## src/rtl/vga_frame_reader.sv

```systemverilog
// vga_frame_reader: VGA timing, framebuffer fetch with integer upscale, outputs aligned RD_LAT clocks behind the fetch.
// Free-running pixel clock, no backpressure. Define VGA_TESTPATTERN_EN to add the i_pattern colour-bar input.
module vga_frame_reader #(
    parameter int H_DISP      = 640,
    parameter int H_FP        = 16,
    parameter int H_PULSE     = 96,
    parameter int H_BP        = 48,
    parameter int V_DISP      = 480,
    parameter int V_FP        = 10,
    parameter int V_PULSE     = 2,
    parameter int V_BP        = 33,
    parameter int SYNC_POL    = 0,
    parameter int COLOR_W     = 4,
    parameter int SCALE       = 1,
    parameter int RD_LAT      = 1,
    parameter int SKIP_FRAMES = 2,
    parameter int ADDR_W      = 19
) (
    input  logic                   i_clk,
    input  logic                   i_rst,
`ifdef VGA_TESTPATTERN_EN
    input  logic                   i_pattern,
`endif
    input  logic [3*COLOR_W-1:0]   i_pix_data,
    output logic [ADDR_W-1:0]      o_pix_addr,
    output logic                   o_pix_rd,
    output logic [9:0]             o_VGA_x,
    output logic [9:0]             o_VGA_y,
    output logic                   o_VGA_hsync,
    output logic                   o_VGA_vsync,
    output logic                   o_VGA_video,
    output logic [COLOR_W-1:0]     o_VGA_red,
    output logic [COLOR_W-1:0]     o_VGA_green,
    output logic [COLOR_W-1:0]     o_VGA_blue,
    output logic                   o_frame_start
);

    localparam int H_TOT = H_DISP + H_FP + H_PULSE + H_BP;
    localparam int V_TOT = V_DISP + V_FP + V_PULSE + V_BP;
    localparam int CW    = 12;
    localparam int FB_W  = H_DISP / SCALE;

    localparam logic [CW-1:0] HC_LAST  = CW'(H_TOT - 1);
    localparam logic [CW-1:0] VC_LAST  = CW'(V_TOT - 1);
    localparam logic [CW-1:0] H_ACT    = CW'(H_DISP);
    localparam logic [CW-1:0] V_ACT    = CW'(V_DISP);
    localparam logic [CW-1:0] H_ACT_LS = CW'(H_DISP - 1);
    localparam logic [CW-1:0] HS_ON    = CW'(H_DISP + H_FP);
    localparam logic [CW-1:0] HS_OFF   = CW'(H_DISP + H_FP + H_PULSE);
    localparam logic [CW-1:0] VS_ON    = CW'(V_DISP + V_FP);
    localparam logic [CW-1:0] VS_OFF   = CW'(V_DISP + V_FP + V_PULSE);

    localparam logic [ADDR_W-1:0] LINE_STEP = ADDR_W'(FB_W);
    localparam logic [2:0]        REP_LAST  = 3'(SCALE - 1);
    localparam logic [3:0]        SKIP_LAST = 4'((SKIP_FRAMES == 0) ? 0 : SKIP_FRAMES - 1);
    localparam logic              SYNC_ON   = (SYNC_POL != 0);

    typedef enum logic {
        ST_SKIP,
        ST_READ
    } state_t;

    typedef struct packed {
        logic       hsync;
        logic       vsync;
        logic       video;
        logic       rd_flag;
        logic       fs;
        logic [9:0] x;
        logic [9:0] y;
    } pipe_t;

    localparam pipe_t PIPE_RST = '{hsync: !SYNC_ON, vsync: !SYNC_ON, video: 1'b0,
                                   rd_flag: 1'b0, fs: 1'b0, x: 10'd0, y: 10'd0};

    logic [CW-1:0]     hc_q, hc_d, vc_q, vc_d;
    state_t            state_q, state_d;
    logic [3:0]        skip_q, skip_d;
    logic [ADDR_W-1:0] col_q, col_d, base_q, base_d, hold_q, hold_d;
    logic [2:0]        rep_x_q, rep_x_d, rep_y_q, rep_y_d;
    pipe_t             pipe_q [RD_LAT];
    pipe_t             pipe_d [RD_LAT];

    logic              active, frame_end, line_wrap, rd;
    logic [ADDR_W-1:0] fetch_addr;
    pipe_t             s0;
    pipe_t             out_s;
    logic [3*COLOR_W-1:0] rgb;

    always_comb begin
        active     = (hc_q < H_ACT) && (vc_q < V_ACT);
        line_wrap  = (hc_q == HC_LAST);
        frame_end  = line_wrap && (vc_q == VC_LAST);
        rd         = active && (state_q == ST_READ);
        fetch_addr = base_q + col_q;
    end

    // Timing counters and frame-skip FSM
    always_comb begin
        hc_d    = line_wrap ? '0 : hc_q + 1'b1;
        vc_d    = vc_q;
        if (line_wrap) begin
            vc_d = (vc_q == VC_LAST) ? '0 : vc_q + 1'b1;
        end
        state_d = state_q;
        skip_d  = skip_q;
        if (state_q == ST_SKIP) begin
            if (SKIP_FRAMES == 0) begin
                state_d = ST_READ;
            end else if (frame_end) begin
                if (skip_q == SKIP_LAST) begin
                    state_d = ST_READ;
                end else begin
                    skip_d = skip_q + 1'b1;
                end
            end
        end
    end

    // Fetch pointer tracks the pixel currently at (hc_q, vc_q); it advances in SKIP too
    // so that a partial first frame after a zero-skip reset still fetches the right words.
    always_comb begin
        col_d   = col_q;
        base_d  = base_q;
        rep_x_d = rep_x_q;
        rep_y_d = rep_y_q;
        hold_d  = rd ? fetch_addr : hold_q;
        if (frame_end) begin
            col_d   = '0;
            base_d  = '0;
            rep_x_d = '0;
            rep_y_d = '0;
        end else if (active) begin
            if (hc_q == H_ACT_LS) begin
                col_d   = '0;
                rep_x_d = '0;
                if (rep_y_q == REP_LAST) begin
                    rep_y_d = '0;
                    base_d  = base_q + LINE_STEP;
                end else begin
                    rep_y_d = rep_y_q + 1'b1;
                end
            end else if (rep_x_q == REP_LAST) begin
                rep_x_d = '0;
                col_d   = col_q + 1'b1;
            end else begin
                rep_x_d = rep_x_q + 1'b1;
            end
        end
    end

    always_comb begin
        s0.hsync   = ((hc_q >= HS_ON) && (hc_q < HS_OFF)) ? SYNC_ON : !SYNC_ON;
        s0.vsync   = ((vc_q >= VS_ON) && (vc_q < VS_OFF)) ? SYNC_ON : !SYNC_ON;
        s0.video   = active;
        s0.rd_flag = (state_q == ST_READ);
        s0.fs      = rd && (hc_q == '0) && (vc_q == '0);
        s0.x       = hc_q[9:0];
        s0.y       = vc_q[9:0];
        pipe_d[0]  = s0;
        for (int i = 1; i < RD_LAT; i++) begin
            pipe_d[i] = pipe_q[i-1];
        end
    end

    always_ff @(posedge i_clk) begin
        if (i_rst) begin
            hc_q    <= '0;
            vc_q    <= '0;
            state_q <= ST_SKIP;
            skip_q  <= '0;
            col_q   <= '0;
            base_q  <= '0;
            rep_x_q <= '0;
            rep_y_q <= '0;
            hold_q  <= '0;
            for (int i = 0; i < RD_LAT; i++) begin
                pipe_q[i] <= PIPE_RST;
            end
        end else begin
            hc_q    <= hc_d;
            vc_q    <= vc_d;
            state_q <= state_d;
            skip_q  <= skip_d;
            col_q   <= col_d;
            base_q  <= base_d;
            rep_x_q <= rep_x_d;
            rep_y_q <= rep_y_d;
            hold_q  <= hold_d;
            for (int i = 0; i < RD_LAT; i++) begin
                pipe_q[i] <= pipe_d[i];
            end
        end
    end

    assign out_s = pipe_q[RD_LAT-1];

`ifdef VGA_TESTPATTERN_EN
    localparam logic [9:0] BAR_W = 10'(H_DISP / 8);
    logic [2:0] bar_k;
    assign bar_k = 3'(out_s.x / BAR_W);
`endif

    // Colour is gated by the delayed flags so it lines up with the BRAM word returning now.
    always_comb begin
        rgb = '0;
        if (out_s.video) begin
`ifdef VGA_TESTPATTERN_EN
            if (i_pattern || !out_s.rd_flag) begin
                rgb = {{COLOR_W{bar_k[2]}}, {COLOR_W{bar_k[1]}}, {COLOR_W{bar_k[0]}}};
            end else begin
                rgb = i_pix_data;
            end
`else
            if (out_s.rd_flag) begin
                rgb = i_pix_data;
            end
`endif
        end
    end

    assign o_pix_rd      = rd;
    assign o_pix_addr    = rd ? fetch_addr : hold_q;
    assign o_VGA_x       = out_s.x;
    assign o_VGA_y       = out_s.y;
    assign o_VGA_hsync   = out_s.hsync;
    assign o_VGA_vsync   = out_s.vsync;
    assign o_VGA_video   = out_s.video;
    assign o_frame_start = out_s.fs;
    assign o_VGA_red     = rgb[3*COLOR_W-1:2*COLOR_W];
    assign o_VGA_green   = rgb[2*COLOR_W-1:COLOR_W];
    assign o_VGA_blue    = rgb[COLOR_W-1:0];

endmodule

```

## config.mk

```make
export PLATFORM = sky130hd
export DESIGN_NAME = vga_frame_reader
export DESIGN_NICKNAME = d
export VERILOG_FILES = /design/src/rtl/vga_frame_reader.sv
export SDC_FILE = /design/constraint.sdc
export NUM_CORES = 1
export LEC_CHECK = 0
export ABC_AREA = 1
export CORE_ASPECT_RATIO = 0.9
export CORE_UTILIZATION = 50
export CTS_CLUSTER_DIAMETER = 150
export DETAILED_ROUTE_END_ITERATION = 10
export PLACE_DENSITY = 0.76
export SYNTH_ARGS = -nofsm -noshare
export SYNTH_HDL_FRONTEND = slang
export SYNTH_SLANG_ARGS = --single-unit
```

## constraint.sdc

```tcl
create_clock -name i_clk -period 6.2 [get_ports i_clk]
set_clock_uncertainty 0.15 [all_clocks]
set_input_delay 1.24 -clock i_clk [delete_from_list [all_inputs] [get_ports i_clk]]
set_output_delay 1.24 -clock i_clk [all_outputs]
set_load 0.02 [all_outputs]
```

Yosys cells after proc, flatten, opt, wreduce, memory -nomap -nowiden:

Memories as Yosys holds them, arrays and structs flattened.
Cells that the tools add are included.

* flip-flop bits (word level): 92
* memory bits (writable): 25
* output and inout port bits: 56
* word-level logic and storage cells: 68
* memories kept: 1

* add/subtract/negate cells: 8
* order comparisons: 6
* equal/unequal tests: 4
* muxes and demuxes: 19
* bitwise gates (word level): 2
* reductions and logical operators: 19

Memory list
* pipe_q: depth 1, bits a word 25, read ports 1, clocked after Yosys merged registers in 0, write ports 1, RTL line 81 `pipe_t pipe_q [RD_LAT];`

Operators with widths (count)
* 19-bit two-way mux: 3
* 12-bit by 10-bit equality test with 1-bit output (second input constant): 3
* 12-bit two-way mux: 3
* 25-bit two-way mux: 1
* 25-bit OR reduction: 1
* 12-bit by 1-bit adder with 12-bit output (second input constant): 2
* 12-bit logical NOT: 2
* 12-bit by 10-bit less-than comparator with 1-bit output (second input constant): 2
* 12-bit by 9-bit less-than comparator with 1-bit output (second input constant): 2
* 19-bit by 1-bit adder with 19-bit output (second input constant): 1
* 19-bit by 10-bit adder with 19-bit output (second input constant): 1
* 19-bit adder: 1
* 12-bit by 10-bit greater-or-equal comparator with 1-bit output (second input constant): 1
* 12-bit by 9-bit greater-or-equal comparator with 1-bit output (second input constant): 1
* 1-bit two-way mux: 9
* 3-bit two-way mux: 3
* 1-bit logical AND: 7
* 3-bit by 1-bit adder with 3-bit output (second input constant): 2
* 3-bit logical NOT: 2
* 3-bit AND reduction: 2
* 4-bit by 1-bit adder with 4-bit output (second input constant): 1
* 4-bit by 1-bit equality test with 1-bit output (second input constant): 1
* 2-bit AND reduction: 2
* 2-bit OR reduction: 2
* other kinds (2): 3

Logic depth before layout (Yosys ltp):

* depth after elaboration: 6
* depth in mapped cells: 12
* mapped depth without buffers: 12

Least setup slack after synthesis:

Ideal clock, no wire load.

* kind: flip-flop to output port
* start point: reg base_q[7]
* end point: out o_pix_addr[11]
* arrival time: 1.732 ns
* data required time: 4.810 ns
* path slack: 3.078 ns
* stages on the path, launching flop included: 8
* cells stage by stage: dfxtp_1 > ha_1 > inv_1 > fa_1 > nor2_1 > nor2_1 > xor2_1 > a21oi_1

* longest elaborated chain between the ends: 2

Ends and longest elaborated chain
* start, declared: RTL line 79 `logic [ADDR_W-1:0] col_q, col_d, base_q, base_d, hold_q, hold_d;`
* start signal, assigned: RTL line 186 `base_q <= base_d;`
* 19-bit adder: RTL line 95 `fetch_addr = base_q + col_q;`
* 19-bit two-way mux: RTL line 223 `assign o_pix_addr = rd ? fetch_addr : hold_q;`
* end, declared: RTL line 25 `output logic [ADDR_W-1:0] o_pix_addr,`

Every way passes these cells.

Final worst setup path:

* start point: reg vc_q[11]
* end point: out o_pix_addr[16]

* longest elaborated chain between the ends: 4

Ends and longest elaborated chain
* start, declared: RTL line 76 `logic [CW-1:0] hc_q, hc_d, vc_q, vc_d;`
* start signal, assigned: RTL line 182 `vc_q <= vc_d;`
* 12-bit by 9-bit less-than comparator with 1-bit output: RTL line 91 `active = (hc_q < H_ACT) && (vc_q < V_ACT);`
* 1-bit logical AND: RTL line 91
* 1-bit logical AND: RTL line 94 `rd = active && (state_q == ST_READ);`
* 19-bit two-way mux: RTL line 223

Every way passes these cells.

==> tab_implementation.tex <==
\begin{tabular}{lr}
\hline
Metric & Value \\
\hline
\multicolumn{2}{l}{\textbf{Clock network}} \\
\quad Hold bufs inserted after CTS & 0 \\
\quad Number of buffers created by CTS & 9 \\
\quad Number of H-tree levels & 3 \\
\quad Buffers from clock root to sink, at most & 2 \\
\quad Clock transition at path regs & 70 ps \\
\quad CTS tree & built \\
\quad Post\_cts resized & 0 \\
\quad Clock tree sinks & 110 \\
\quad Post CTS Setup Buffer Count & 0 \\
\quad Root Driver & sky130\_fd\_sc\_hd\_\_clkbuf\_16 \\
\quad Latest clock arrival within the worst-skew pair & 350 ps \\
\multicolumn{2}{l}{\textbf{STA}} \\
\quad Unrepaired setup endpoints after global routing & no \\
\quad Time the final worst path needs with I/O delays and setup & 4210 ps \\
\quad Sum of negative setup slack & 0 ps \\
\quad Relative slew slack & 50.2\% \\
\quad Final Hold Viols & 0 \\
\quad Highest Clock Rate & 237 MHz \\
\quad Tcrit/Tclk final & 67.9\% \\
\quad Worst hold slack & 302 ps \\
\quad Fin. max-slew vios & 0 \\
\quad Worst Tran Pin Value & 745 ps \\
\quad \# setup viols final & 0 \\
\multicolumn{2}{l}{\textbf{Status}} \\
\quad Status & completed \\
\multicolumn{2}{l}{\textbf{Logic synthesis}} \\
\quad Post-synthesis sequential element count & 110 \\
\quad Library cell with the largest summed area after synthesis & sky130\_fd\_sc\_hd\_\_dfxtp\_1 \\
\quad Leading post-synthesis cells by cell area & sky130\_fd\_sc\_hd\_\_dfxtp\_1 (34\%), sky130\_fd\_sc\_hd\_\_nand2\_1 (12\%), sky130\_fd\_sc\_hd\_\_inv\_1 (8.2\%), sky130\_fd\_sc\_hd\_\_nor2\_1 (7.6\%), sky130\_fd\_sc\_hd\_\_ha\_1 (4.5\%) \\
\quad Part of the Yosys area used for sequential elements & 34.5\% \\
\quad Share of Yosys cell area claimed by the top area cell type & 34.5\% \\
\quad Net count after synthesis & 968 \\
\quad Synth cell types & 41 \\
\quad Asr flop ratio synth & 0\% \\
\quad Count of warnings emitted by yosys & 0 \\
\quad Mean Syn Cell Area & 6.86 µm² \\
\quad Number of enable flip-flop cells after synthesis & 0 \\
\quad Most frequent cells after synthesis & sky130\_fd\_sc\_hd\_\_nand2\_1 (208), sky130\_fd\_sc\_hd\_\_inv\_1 (139), sky130\_fd\_sc\_hd\_\_nor2\_1 (130), sky130\_fd\_sc\_hd\_\_dfxtp\_1 (110), sky130\_fd\_sc\_hd\_\_a21oi\_1 (57) \\
\quad Syn Std Cell Area & 6380 µm² \\
\quad Post-Syn Instances & 930 \\
\quad Most repeated cell in the gate-level netlist after synthesis & sky130\_fd\_sc\_hd\_\_nand2\_1 \\
\quad Most used DFF post-synth & sky130\_fd\_sc\_hd\_\_dfxtp\_1 \\
\multicolumn{2}{l}{\textbf{Drt}} \\
\quad Metal2 WL & 5620 µm \\
\quad Residual antenna-violating net count after detailed routing & 0 \\
\quad Iter 0 DRT Violations & 334 \\
\quad Total length of routed wires & 13,700 µm \\
\quad Detail Route met3 WL & 774 µm \\
\quad Router iterations before antenna repair & 6 \\
\quad DRT met1 WL & 7100 µm \\
\quad Routed len/inst & 12.1 µm \\
\quad Top Layer Used & met4 \\
\quad DRC errors left & 0 \\
\quad Via count & 5,681 \\
\quad Routed vias/inst & 5.01 \\
\multicolumn{2}{l}{\textbf{Pwr}} \\
\quad Power per Cell Area & 199 nW/µm² \\
\quad Leakage power & 3.04 nW \\
\quad Maximum ir drop on the vdd rail & 0.154 mV \\
\multicolumn{2}{l}{\textbf{Die}} \\
\quad Initial core utilization & 52.0\% \\
\quad Die outline area & 13,200 µm² \\
\quad Io pins & 70 \\
\quad Height of the die & 109 µm \\
\quad Overall die width & 121 µm \\
\quad Total number of placement rows & 38 \\
\quad Area of the placeable core & 12,300 µm² \\
\multicolumn{2}{l}{\textbf{GRT}} \\
\quad Wire length of the first global-routing pass & 22,900 µm \\
\quad Pin count of the biggest net entering global routing & 51 \\
\quad Global routing usage summed across all routing layers & 21.6\% \\
\quad Number of antenna violations at the first check in global routing & 0 \\
\quad Number of global-route vias before repair & 4,950 \\
\quad GRT Residual Overflow & 0 \\
\multicolumn{2}{l}{\textbf{Cells and area}} \\
\quad Signed area change from the synthesized netlist to the final layout & 14.4\% \\
\quad Fraction of layout instances using a drive strength above 1 & 8.53\% \\
\quad Antenna diode instance count & 0 \\
\quad Final std cells w/o fill & 1,133 \\
\quad Layout Nets & 1,006 \\
\quad Number of filler instances in the final layout & 1,156 \\
\multicolumn{2}{l}{\textbf{Setup path}} \\
\quad Setup crit end kind & primary output \\
\quad Startpoint-to-endpoint class of the critical path & reg2out \\
\quad WP data required & 4810 ps \\
\quad Launching element type of the critical path & flop \\
\quad Worst-path fanout max & 35 \\
\quad Worst Path Arrival & 2820 ps \\
\multicolumn{2}{l}{\textbf{Placed design}} \\
\quad Routability congestion estimate from global placement & 0.888 \\
\quad Placed instance count & 1,117 \\
\quad Port Buffers & 69 \\
\quad Half-perimeter wire length after placement & 9990 µm \\
\multicolumn{2}{l}{\textbf{Hold path}} \\
\quad Type of the worst min-delay path & reg2reg \\
\multicolumn{2}{l}{\textbf{Job}} \\
\quad Maxcap violations & 0 \\
\hline
\end{tabular}
==> cells by family (layout without fill, tap and decap cells) <==
family | Yosys count | in the layout | synth area share (%)
XOR/XNOR | 23 | 23 | 3.16
AO/OA/AOI/OAI | 102 | 102 | 10.0
buffers and inverters | 192 | 235 | 13.6
flip-flops | 110 | 110 | 34.5
adder cells (fa/ha/maj) | 24 | 24 | 4.82
AND/OR/NAND/NOR | 479 | 479 | 33.9
==> per-stage QoR <==
step	worst slack, ps	cell area [µm²]	util, %	power [mW]
finish	1990	7300	59.5	1.46
global route	1760	7300	59.5	1.51
CTS	1970	7300	59.5	1.46
detailed placement	2340	6970	56.8	0.832
global placement	2350	6970	56.8	0.831
floorplan	3080	6380	-	0.815
==> critical path, cell delays in order (launching register included) <==
cell	delay [ps]
sky130_fd_sc_hd__dfxtp_1	370
sky130_fd_sc_hd__nor2_4	150
sky130_fd_sc_hd__nand2_2	80
sky130_fd_sc_hd__nor2_1	130
sky130_fd_sc_hd__nand3_2	160
sky130_fd_sc_hd__nor2_4	610
sky130_fd_sc_hd__or2_2	230
sky130_fd_sc_hd__o21ai_1	70
sky130_fd_sc_hd__inv_1	60
sky130_fd_sc_hd__clkdlybuf4s50_1	600
==> sequential cells by signal (all words and copies together) (netlist names) <==
signal	flops
vc_q	12
state_q	1
rep_x_q	3
base_q	12
rep_y_q	3
col_q	19
hold_q	19
pipe_q	25
hc_q	12
skip_q	4
==> final cells by class <==
| type | instances | area [µm²] | area share, % |
|---|---|---|---|
| clock buffer | 10 | 239 | 3.27 |
| timing repair buffer | 70 | 693 | 9.49 |
| tap | 160 | 200 | 2.74 |
| sequential | 110 | 2200 | 30.2 |
| clock inverter | 6 | 92.6 | 1.27 |
| inverter | 149 | 563 | 7.71 |
| multi-input combinational | 628 | 3310 | 45.4 |
==> report_power, final <==
group          internal [mW]  leakage, nW  switching [mW]  total [mW]
clock                  0.368        0.161           0.271       0.639
sequential             0.716        0.888          0.0108       0.727
combinational         0.0288         1.99          0.0601      0.0889
total                   1.11         3.04           0.342        1.46
==> metal layers <==
metal  track usage [%]  vias up
met5                 0        -
met4              7.41        0
met3              3.29       10
met2              32.0      147
met1              31.7     2551
li1                  -     2973
==> final timing paths <==
check / slack [ps] / cells past startpoint / startpoint / endpoint
worst max-delay path: 1990 / 9 / vc_q[11]$_SDFFE_PP0N_ / o_pix_addr[16]
worst min-delay path: 300 / 1 / hc_q[0]$_SDFF_PP0_ / hc_q[0]$_SDFF_PP0_
worst min register to register: 300 / 1 / hc_q[0]$_SDFF_PP0_ / hc_q[0]$_SDFF_PP0_
worst max register to register: 3910 / 10 / hc_q[0]$_SDFF_PP0_ / base_q[18]$_SDFFE_PP0P_
==> cells in the final DEF, fill, tap and decap left out, drive strengths merged, types with 7 or more instances in the layout <==
master / Yosys / routed
nand2: 226 / 226
inv: 148 / 149
nor2: 140 / 140
dfxtp: 110 / 110
clkdlybuf4s50: 0 / 68
a21oi: 67 / 67
nand3: 49 / 49
nor3: 27 / 27
nand4: 23 / 23
ha: 23 / 23
xor2: 18 / 18
a211oi: 13 / 13
o21ai: 12 / 12
clkbuf: 7 / 10
o21bai: 7 / 7
No activity file was read; power rests on OpenSTA's default activity.
